==> config.mk <==
export PLATFORM = sky130hd
export DESIGN_NAME = gpio_in_debounce
export DESIGN_NICKNAME = d
export VERILOG_FILES = /design/src/rtl/gpio_in_debounce.sv
export SDC_FILE = /design/constraint.sdc
export NUM_CORES = 1
export LEC_CHECK = 0
export ABC_AREA = 1
export CORE_ASPECT_RATIO = 0.75
export CORE_MARGIN = 2
export CORE_UTILIZATION = 55
export CTS_CLUSTER_SIZE = 40
export DETAILED_ROUTE_END_ITERATION = 7
export DONT_BUFFER_PORTS = 1
export GPL_TIMING_DRIVEN = 0
export PLACE_DENSITY = 0.77
export SYNTH_ARGS = -nofsm -noshare
export SYNTH_HDL_FRONTEND = slang
export SYNTH_SLANG_ARGS = --single-unit
==> constraint.sdc <==
create_clock -name clk_i -period 1.8 [get_ports clk_i]
set_clock_uncertainty 0.1 [all_clocks]
set_input_delay 0.54 -clock clk_i [delete_from_list [all_inputs] [get_ports clk_i]]
set_output_delay 0.54 -clock clk_i [all_outputs]
set_load 0.005 [all_outputs]
==> src/rtl/gpio_in_debounce.sv <==
// +----------------------------------------------------------------------------+
// | gpio_in_debounce: synchronises and debounces raw switch/button inputs, and  |
// | provides rise/fall strobes plus sticky write-1-to-clear event flags.        |
// | Optional interrupt output: define GPIO_DEBOUNCE_IRQ_EN.                     |
// | Revision: 1.0                                                               |
// +----------------------------------------------------------------------------+
`timescale 1ns/1ps
`default_nettype none

module gpio_in_debounce #(
  parameter int unsigned      WIDTH           = 12,
  parameter int unsigned      SYNC_STAGES     = 2,
  parameter int unsigned      CNT_WIDTH       = 20,
  parameter int unsigned      DEBOUNCE_CYCLES = 500000,
  parameter logic [WIDTH-1:0] RST_VAL         = '0
) (
  input  logic             clk_i,
  input  logic             rst_ni,
  input  logic [WIDTH-1:0] raw_i,
  output logic [WIDTH-1:0] stable_o,
  output logic [WIDTH-1:0] rise_o,
  output logic [WIDTH-1:0] fall_o,
  output logic [WIDTH-1:0] evt_o,
`ifdef GPIO_DEBOUNCE_IRQ_EN
  input  logic [WIDTH-1:0] irq_mask_i,
  output logic             irq_o,
`endif
  input  logic [WIDTH-1:0] evt_clr_i
);

  localparam logic [CNT_WIDTH-1:0] CNT_TERM = CNT_WIDTH'(DEBOUNCE_CYCLES - 1);
  localparam logic [CNT_WIDTH-1:0] CNT_ONE  = CNT_WIDTH'(1);

  logic [WIDTH-1:0] sync_q [SYNC_STAGES];
  logic [WIDTH-1:0] sync_s;
  logic [WIDTH-1:0] accept;
  logic [WIDTH-1:0] stable_q, stable_d;
  logic [WIDTH-1:0] rise_q, rise_d;
  logic [WIDTH-1:0] fall_q, fall_d;
  logic [WIDTH-1:0] evt_q, evt_d;

  // Only stage 0 samples the asynchronous input.
  always_ff @(posedge clk_i or negedge rst_ni) begin
    if (!rst_ni) begin
      for (int k = 0; k < int'(SYNC_STAGES); k++) begin
        sync_q[k] <= RST_VAL;
      end
    end else begin
      sync_q[0] <= raw_i;
      for (int k = 1; k < int'(SYNC_STAGES); k++) begin
        sync_q[k] <= sync_q[k-1];
      end
    end
  end

  assign sync_s = sync_q[SYNC_STAGES-1];

  genvar i;
  generate
    for (i = 0; i < int'(WIDTH); i++) begin : g_bit
      logic [CNT_WIDTH-1:0] cnt_q, cnt_d;
      logic                 acc;

      always_comb begin
        cnt_d = cnt_q;
        acc   = 1'b0;
        if (sync_s[i] == stable_q[i]) begin
          cnt_d = '0;
        end else if (cnt_q == CNT_TERM) begin
          cnt_d = '0;
          acc   = 1'b1;
        end else begin
          cnt_d = cnt_q + CNT_ONE;
        end
      end

      always_ff @(posedge clk_i or negedge rst_ni) begin
        if (!rst_ni) begin
          cnt_q <= '0;
        end else begin
          cnt_q <= cnt_d;
        end
      end

      assign accept[i] = acc;
    end
  endgenerate

  always_comb begin
    stable_d = (stable_q & ~accept) | (sync_s & accept);
    rise_d   = accept & sync_s;
    fall_d   = accept & ~sync_s;
    // Set takes priority over a simultaneous clear.
    evt_d    = (evt_q & ~evt_clr_i) | rise_q | fall_q;
  end

  always_ff @(posedge clk_i or negedge rst_ni) begin
    if (!rst_ni) begin
      stable_q <= RST_VAL;
      rise_q   <= '0;
      fall_q   <= '0;
      evt_q    <= '0;
    end else begin
      stable_q <= stable_d;
      rise_q   <= rise_d;
      fall_q   <= fall_d;
      evt_q    <= evt_d;
    end
  end

  assign stable_o = stable_q;
  assign rise_o   = rise_q;
  assign fall_o   = fall_q;
  assign evt_o    = evt_q;

`ifdef GPIO_DEBOUNCE_IRQ_EN
  logic irq_q;

  always_ff @(posedge clk_i or negedge rst_ni) begin
    if (!rst_ni) begin
      irq_q <= 1'b0;
    end else begin
      irq_q <= |(evt_q & irq_mask_i);
    end
  end

  assign irq_o = irq_q;
`endif

`ifndef SYNTHESIS
  initial begin : p_param_check
    assert (DEBOUNCE_CYCLES >= 1 && 64'(DEBOUNCE_CYCLES) < (64'd1 << CNT_WIDTH))
      else $fatal(1, "gpio_in_debounce: DEBOUNCE_CYCLES out of range for CNT_WIDTH");
    assert (SYNC_STAGES >= 2 && SYNC_STAGES <= 4)
      else $fatal(1, "gpio_in_debounce: SYNC_STAGES must be 2..4");
  end
`endif

endmodule

`default_nettype wire

==> results.md, run 1 <==
* Storage element area at 7807 sq um
* Max-slew headroom at 22.87%
* Worst IR drop on VDD at 0.7556 mV
* Period utilization at 96.41%
* Failing checks: hold timing
* CP arrival at 2050 ps
* Post-Layout Cell Count at 2517
* Crit Path Class: reg2reg
* Crit end category: flip-flop
* Reg2reg setup slack at 60 ps
* Die ar. at 30560 sq um
* Setup crit start kind: flip-flop
* CTS H-Tree Depth at 1
* Vias in the first global route at 12360
* Via Count at 12870
* Register area share after synthesis at 48.67%
* Synth-to-Final Area Change at 11.89%
* Worst EP required at 2110 ps
* I/O Buffers at 0
* Antenna cells at 0
* Netlist cell types at 29
* Drt total wl at 32.01 mm
* Worst R2R Start: g_bit[7].cnt_q[0]
* GR Overflow Total at 0
* Worst R2R End: rise_o[7]
* Final hold vios at 312
* Commonest non-fill, non-tap cell in the layout: nor2_1
* Synthesized net count at 2084
* Final HPWL DP at 22.07 mm
* Synth Instances at 2046
* Worst-path fanout max at 6
* Initial antenna violation count at 0
* Core footprint at 28920 sq um
* Status: complete, but fails checks
* DR vias/cell at 5.112
* Min cycle time layout at 1735 ps
* Final setup vio count at 0
* CTS Root Cell: clkbuf_16
* Die W at 201.2 um
* Chip Height at 151.9 um
* Inserted Clock Buffers at 30
* # IOs at 74
* CTS clk-pin slew, worst paths at 60 ps
* CTS hold repair buffers at 23
* Placer Congestion at 0.9158
* Max clock buf depth at 3
* Maximum clock frequency at 576.2 MHz
* ANT nets after route at 0
* PD cells at 811.0 nW/um^2
* Wirelength per Cell at 12.72 um
* GR Util All Layers at 21.36%
* # fillers at 2520
* Largest net degree at the start of global routing at 313
* Post-route DRC at 0
* Starting density of the core at 55.47%
* Final #Nets at 2139
* Final Power at 14560 uW
* Worst hold slack at -432.4 ps
* First-pass GRT wire length at 56.33 mm
* Layout cells sized above 1 at 9.553%
* Final setup TNS at 0 ps
* CTS sink cnt at 312
* #FFs+latches synth at 312
* Mapped cell area at 16040 sq um
* YS warnings at 0
* Multi-input combinational cell area at 7357 sq um
* Pleak at 0.007464 uW
* Placed Instances at 2438
* Path depth of the worst reg2reg path at 5
* Later-pin clock latency in the skew report at 560 ps
* Row Count at 54
* Mapped Avg Cell Area at 7.840 sq um
* Final setup margin at 64.59 ps
* Max-slew violations at 0
* Max-cap violation count at 0
* CTS tree: yes
* Worst-Margin Slew at 1157 ps
* DRT iter0 DRCs at 876
* Dpl ws at 76.91 ps
* Iteration count of the initial detailed-routing pass at 7
* Most frequent cells in the layout: nor2_1, nand2_1, dfrtp_1
* RSZ-0062 raised after global routing: yes
* Worst Hold Class: in2async
==> kinds of logic (layout without fill, tap and decap cells) <==
family	Yosys count	in the layout	synth area share (%)
simple gates	1279	1279	35.70
compound gates	80	80	2.597
xor+xnor	114	114	6.271
flops	312	312	48.67
fa+ha+maj	12	12	0.9359
buf+inv	249	328	5.826
==> cell usage after synthesis <==
master | number | share of area, %
nor3_2 | 2 | 0.12
nor2_4 | 20 | 1.4
clkbuf_1 | 3 | 0.070
xnor2_1 | 17 | 0.93
nor4_1 | 2 | 0.078
nor3b_1 | 14 | 0.66
nand3_2 | 15 | 0.94
nand3_1 | 159 | 5.0
inv_1 | 236 | 5.5
xnor2_2 | 1 | 0.10
o21ai_0 | 37 | 1.2
nand2_2 | 35 | 1.4
nor2_2 | 67 | 2.6
nand4_1 | 26 | 1.0
nor3_1 | 40 | 1.2
nand3b_1 | 4 | 0.19
inv_2 | 10 | 0.23
and2_0 | 2 | 0.078
o21bai_1 | 4 | 0.19
dfrtp_1 | 312 | 49
xor2_1 | 96 | 5.2
o21ai_1 | 24 | 0.75
nor2_1 | 510 | 12
ha_1 | 12 | 0.94
and3_1 | 2 | 0.078
and2_1 | 7 | 0.27
o21bai_2 | 1 | 0.070
nand2_1 | 374 | 8.8
a21oi_1 | 14 | 0.44
==> state kept, by name, indices dropped and copies added, names as in the netlist, named ones only <==
name,cells
sync_q,12
evt_o,12
fall_o,12
sync_s,12
rise_o,12
g_bit.cnt_q,240
==> timing repair <==
action / 4_1_cts / 5_1_grt
resized for setup: 0 / 11
buffers inserted: 0 / 0
endpoints found under the setup margin: 0 / 31
hold endpoints to repair: 335 / 312
==> area by class of cell <==
cell class / instances / share of cell area [%]
sequential: 312 / 43.50
multi-input combinational: 1485 / 40.99
inverter: 246 / 5.145
clock buffer: 42 / 4.831
tap: 392 / 2.733
clock inverter: 14 / 1.457
timing repair buffer: 23 / 1.283
buffer: 3 / 0.06274
==> per-stage QoR <==
stage | utilization (%) | cell area [sq um]
floorplan | - | 16040
CTS | 61.87 | 17890
detailed placement | 57.17 | 16530
global route | 62.07 | 17950
global placement | 57.17 | 16530
finish | 62.07 | 17950
==> how the worst max path moves through the flow <==
stage / from / to / slack (ps) / cells past startpoint
2_1_floorplan: g_bit[1].cnt_q[0] / g_bit[1].cnt_q[13] / 390 / 8
3_3_place_gp: g_bit[6].cnt_q[0] / g_bit[6].cnt_q[18] / 100 / 6
3_5_place_dp: g_bit[6].cnt_q[0] / g_bit[6].cnt_q[18] / 80 / 6
4_1_cts: g_bit[6].cnt_q[0] / g_bit[6].cnt_q[18] / 60 / 6
5_1_grt: g_bit[7].cnt_q[0] / rise_o[7] / -20 / 5
6_report: g_bit[7].cnt_q[0] / rise_o[7] / 60 / 5
==> metal layers <==
metal,vias to the layer above,routed length [um],GRT usage (%)
met2,284,14120,33.19
met5,-,0,0
met1,6038,15620,31.53
met3,48,1684,3.625
met4,0,583,4.972
li1,6498,-,-
==> power by group <==
group	internal (uW)	switching, uW	total [uW]
Clock	4370	2700	7070
Sequential	7100	74.3	7180
Combinational	115	195	310
==> critical path, stage by stage, from the launching register on <==
cell	delay, ps
dfrtp_1	390
ha_1	220
nand2_2	90
nor2_1	160
nand3_1	230
nor3_1	390
Power figures use the tool's default switching activity.
==> run 2: changes to the inputs <==
DONT_BUFFER_PORTS = default   (was 1)
PLACE_DENSITY = 0.81   (was 0.77)
SKIP_CTS_REPAIR_TIMING = 1   (was default)
==> run 2 against run 1 <==
The flow still finishes with violations (hold timing). Design area is 4.8% higher. Utilization increased by 3.0 points. Hold slack better by 280 ps. Largest power group is now clock. Die area unchanged.
==> results.md, run 2 (synthesis gave the netlist of run 1 again) <==
* Worst-path fanout max at 5 (was 6)
* Clock power frac at 48.4% (was 48.6%)
* Final Power at 14850 uW (was 14560 uW)
* Worst R2R End: g_bit[3].cnt_q[3] (was rise_o[7])
* ANT nets after route at 0 (unchanged)
* Post-Layout Cell Count at 2592 (was 2517)
* Commonest non-fill, non-tap cell in the layout: nor2_1 (unchanged)
* Worst hold slack at -147.8 ps (was -432.4 ps)
* Max reg flops at 240 (unchanged)
* I/O Buffers at 73 (was 0)
* First-pass GRT wire length at 58.99 mm (was 56.33 mm)
* Combinational Power Share at 3.2% (was 2.1%)
* Reg2reg setup slack at 150 ps (was 60 ps)
* Min cycle time layout at 1762 ps (was 1735 ps)
* Final #Nets at 2214 (was 2139)
* CTS Root Cell: clkbuf_16 (unchanged)
* Die W at 201.2 um (unchanged)
* Top layer in use: met4 (unchanged)
* Register name with the most flops: g_bit.cnt_q (unchanged)
* NetSw at 3218 uW (was 2968 uW)
* Final setup vio count at 0 (unchanged)
* Initial antenna violation count at 1 (was 0)
* Max-cap violation count at 0 (unchanged)
* CP delay by family, top: flip-flops (was simple AND/OR/NAND/NOR gates)
* Placer Congestion at 0.9360 (was 0.9158)
* Worst IR drop on VDD at 0.6777 mV (was 0.7556 mV)
* Vias in the first global route at 12740 (was 12360)
* Internal at 11640 uW (was 11590 uW)
* Maximum clock frequency at 567.7 MHz (was 576.2 MHz)
* Final HPWL DP at 24.09 mm (was 22.07 mm)
* Layout cells sized above 1 at 10.60% (was 9.553%)
* Largest net degree at the start of global routing at 85 (was 313)
* Largest stage delay, worst path at 420 ps (was 390 ps)
* Row Count at 54 (unchanged)
* CTS H-Tree Depth at 2 (was 1)
* Max-slew headroom at 61.87% (was 22.87%)
* CP max stage cell: dfrtp_1 (unchanged)
* M1 WL at 15.97 mm (was 15.62 mm)
* Worst-Margin Slew at 569.2 ps (was 1157 ps)
* Sequential share of power at 48.4% (was 49.3%)
* Chip Height at 151.9 um (unchanged)
* CP Cell Sequence: dlymetal6s2s_1 (was ha_1, nand2_2, nor2_1, nand3_1, nor3_1)
* GR Util All Layers at 22.71% (was 21.36%)
* DRT iter0 DRCs at 1036 (was 876)
* Most frequent cells in the layout: nor2_1, nand2_1, dfrtp_1 (unchanged)
* Period utilization at 97.87% (was 96.41%)
* Crit Path Class: reg2out (was reg2reg)
* Via Count at 13370 (was 12870)
* Placed Instances at 2514 (was 2438)
* Starting density of the core at 55.47% (unchanged)
* Core footprint at 28920 sq um (unchanged)
* Later-pin clock latency in the skew report at 520 ps (was 560 ps)
* Worst EP required at 1160 ps (was 2110 ps)
* DR vias/cell at 5.157 (was 5.112)
* Final setup TNS at 0 ps (unchanged)
* Synth-to-Final Area Change at 17.26% (was 11.89%)
* GR Overflow Total at 0 (unchanged)
* CTS clk-pin slew, worst paths at 60 ps (about the same)
* Wirelength per Cell at 13.32 um (was 12.72 um)
* Max-slew violations at 0 (unchanged)
* Post-route DRC at 0 (unchanged)
* Final hold vios at 66 (was 312)
* Critical path buffers and inverters at 1 (was 0)
* Iteration count of the initial detailed-routing pass at 5 (was 7)
* Met3 routed WL at 1.972 mm (was 1.684 mm)
* Path depth of the worst reg2reg path at 6 (was 5)
* Inserted Clock Buffers at 34 (was 30)
* Sw Ratio at 21.66% (was 20.39%)
* Die ar. at 30560 sq um (unchanged)
* CP arrival at 1120 ps (was 2050 ps)
* # IOs at 74 (unchanged)
* CTS sink cnt at 312 (unchanged)
* Drt total wl at 34.52 mm (was 32.01 mm)
* CTS tree: yes (unchanged)
* Status: complete, but fails checks (unchanged)
* Setup crit start kind: flip-flop (unchanged)
* PD cells at 789.7 nW/um^2 (was 811.0 nW/um^2)
* Max clock buf depth at 3 (unchanged)
* DR WL met2 at 15.82 mm (was 14.12 mm)
* Crit end category: output port (was flip-flop)
* Failing checks: hold timing (unchanged)
* Worst Hold Class: in2async (unchanged)
* Pleak at 0.008673 uW (was 0.007464 uW)
[run 2: changes by cell type in the layout (fill, tap and decap cells not counted), moves of 2 or more]
cell	change
buf_16	+3
nand3_4	-2
clkdlybuf4s50_1	+24
nand2_2	+3
nand3_2	+2
clkbuf_16	+6
nand2_1	-3
dlymetal6s2s_1	+47
buf_4	+18
dlygate4sd3_1	-23
bufinv_16	-4
[run 2: worst max-delay path by stage]
stage / start / cells after the start / to / slack, ps
after floorplan: g_bit[1].cnt_q[0] / 8 / g_bit[1].cnt_q[13] / 390
after global placement: rst_ni / 1 / fall_o[10] / -13190
after detailed placement: rst_ni / 3 / fall_o[10] / -70
after CTS: flip-flop / 1 / stable_o[5] / -410
after global routing: flip-flop / 1 / stable_o[8] / -3
final: flip-flop / 1 / stable_o[8] / 40
[run 2: cell type report]
type	instances	area, sq um
Sequential cell	312	7809
Fill cell	2402	10110
Buffer	3	11.26
Inverter	246	923.4
Clock buffer	48	1017
Multi-Input combinational cell	1485	7345
Timing Repair Buffer	94	1066
Antenna cell	1	2.502
Clock inverter	11	146.4
Tap cell	392	490.5
[run 2: metrics by stage]
step / cell area (sq um) / utilization, % / setup WS (ps)
final: 18810 / 65.05 / 38.40
after global routing: 18810 / 65.05 / -3.174
after CTS: 18510 / 64.02 / -411.3
after detailed placement: 17350 / 60.00 / -70.43
after global placement: 17260 / 59.70 / -13190
after floorplan: 16040 / - / 393.6
[run 2: power groups by stage]
stage	sequential [uW]	combinational [uW]	clock (uW)
2_1_floorplan	7290	205	0
3_3_place_gp	7310	446	0
3_5_place_dp	7310	484	0
4_1_cts	7180	491	7380
5_1_grt	7190	558	7670
6_report	7180	481	7190
[run 2: routing by layer]
metal	vias up	global-route usage (%)
met5	-	0
met4	0	6.968
met3	63	3.968
met2	350	36.00
met1	6309	32.17
li1	6646	-
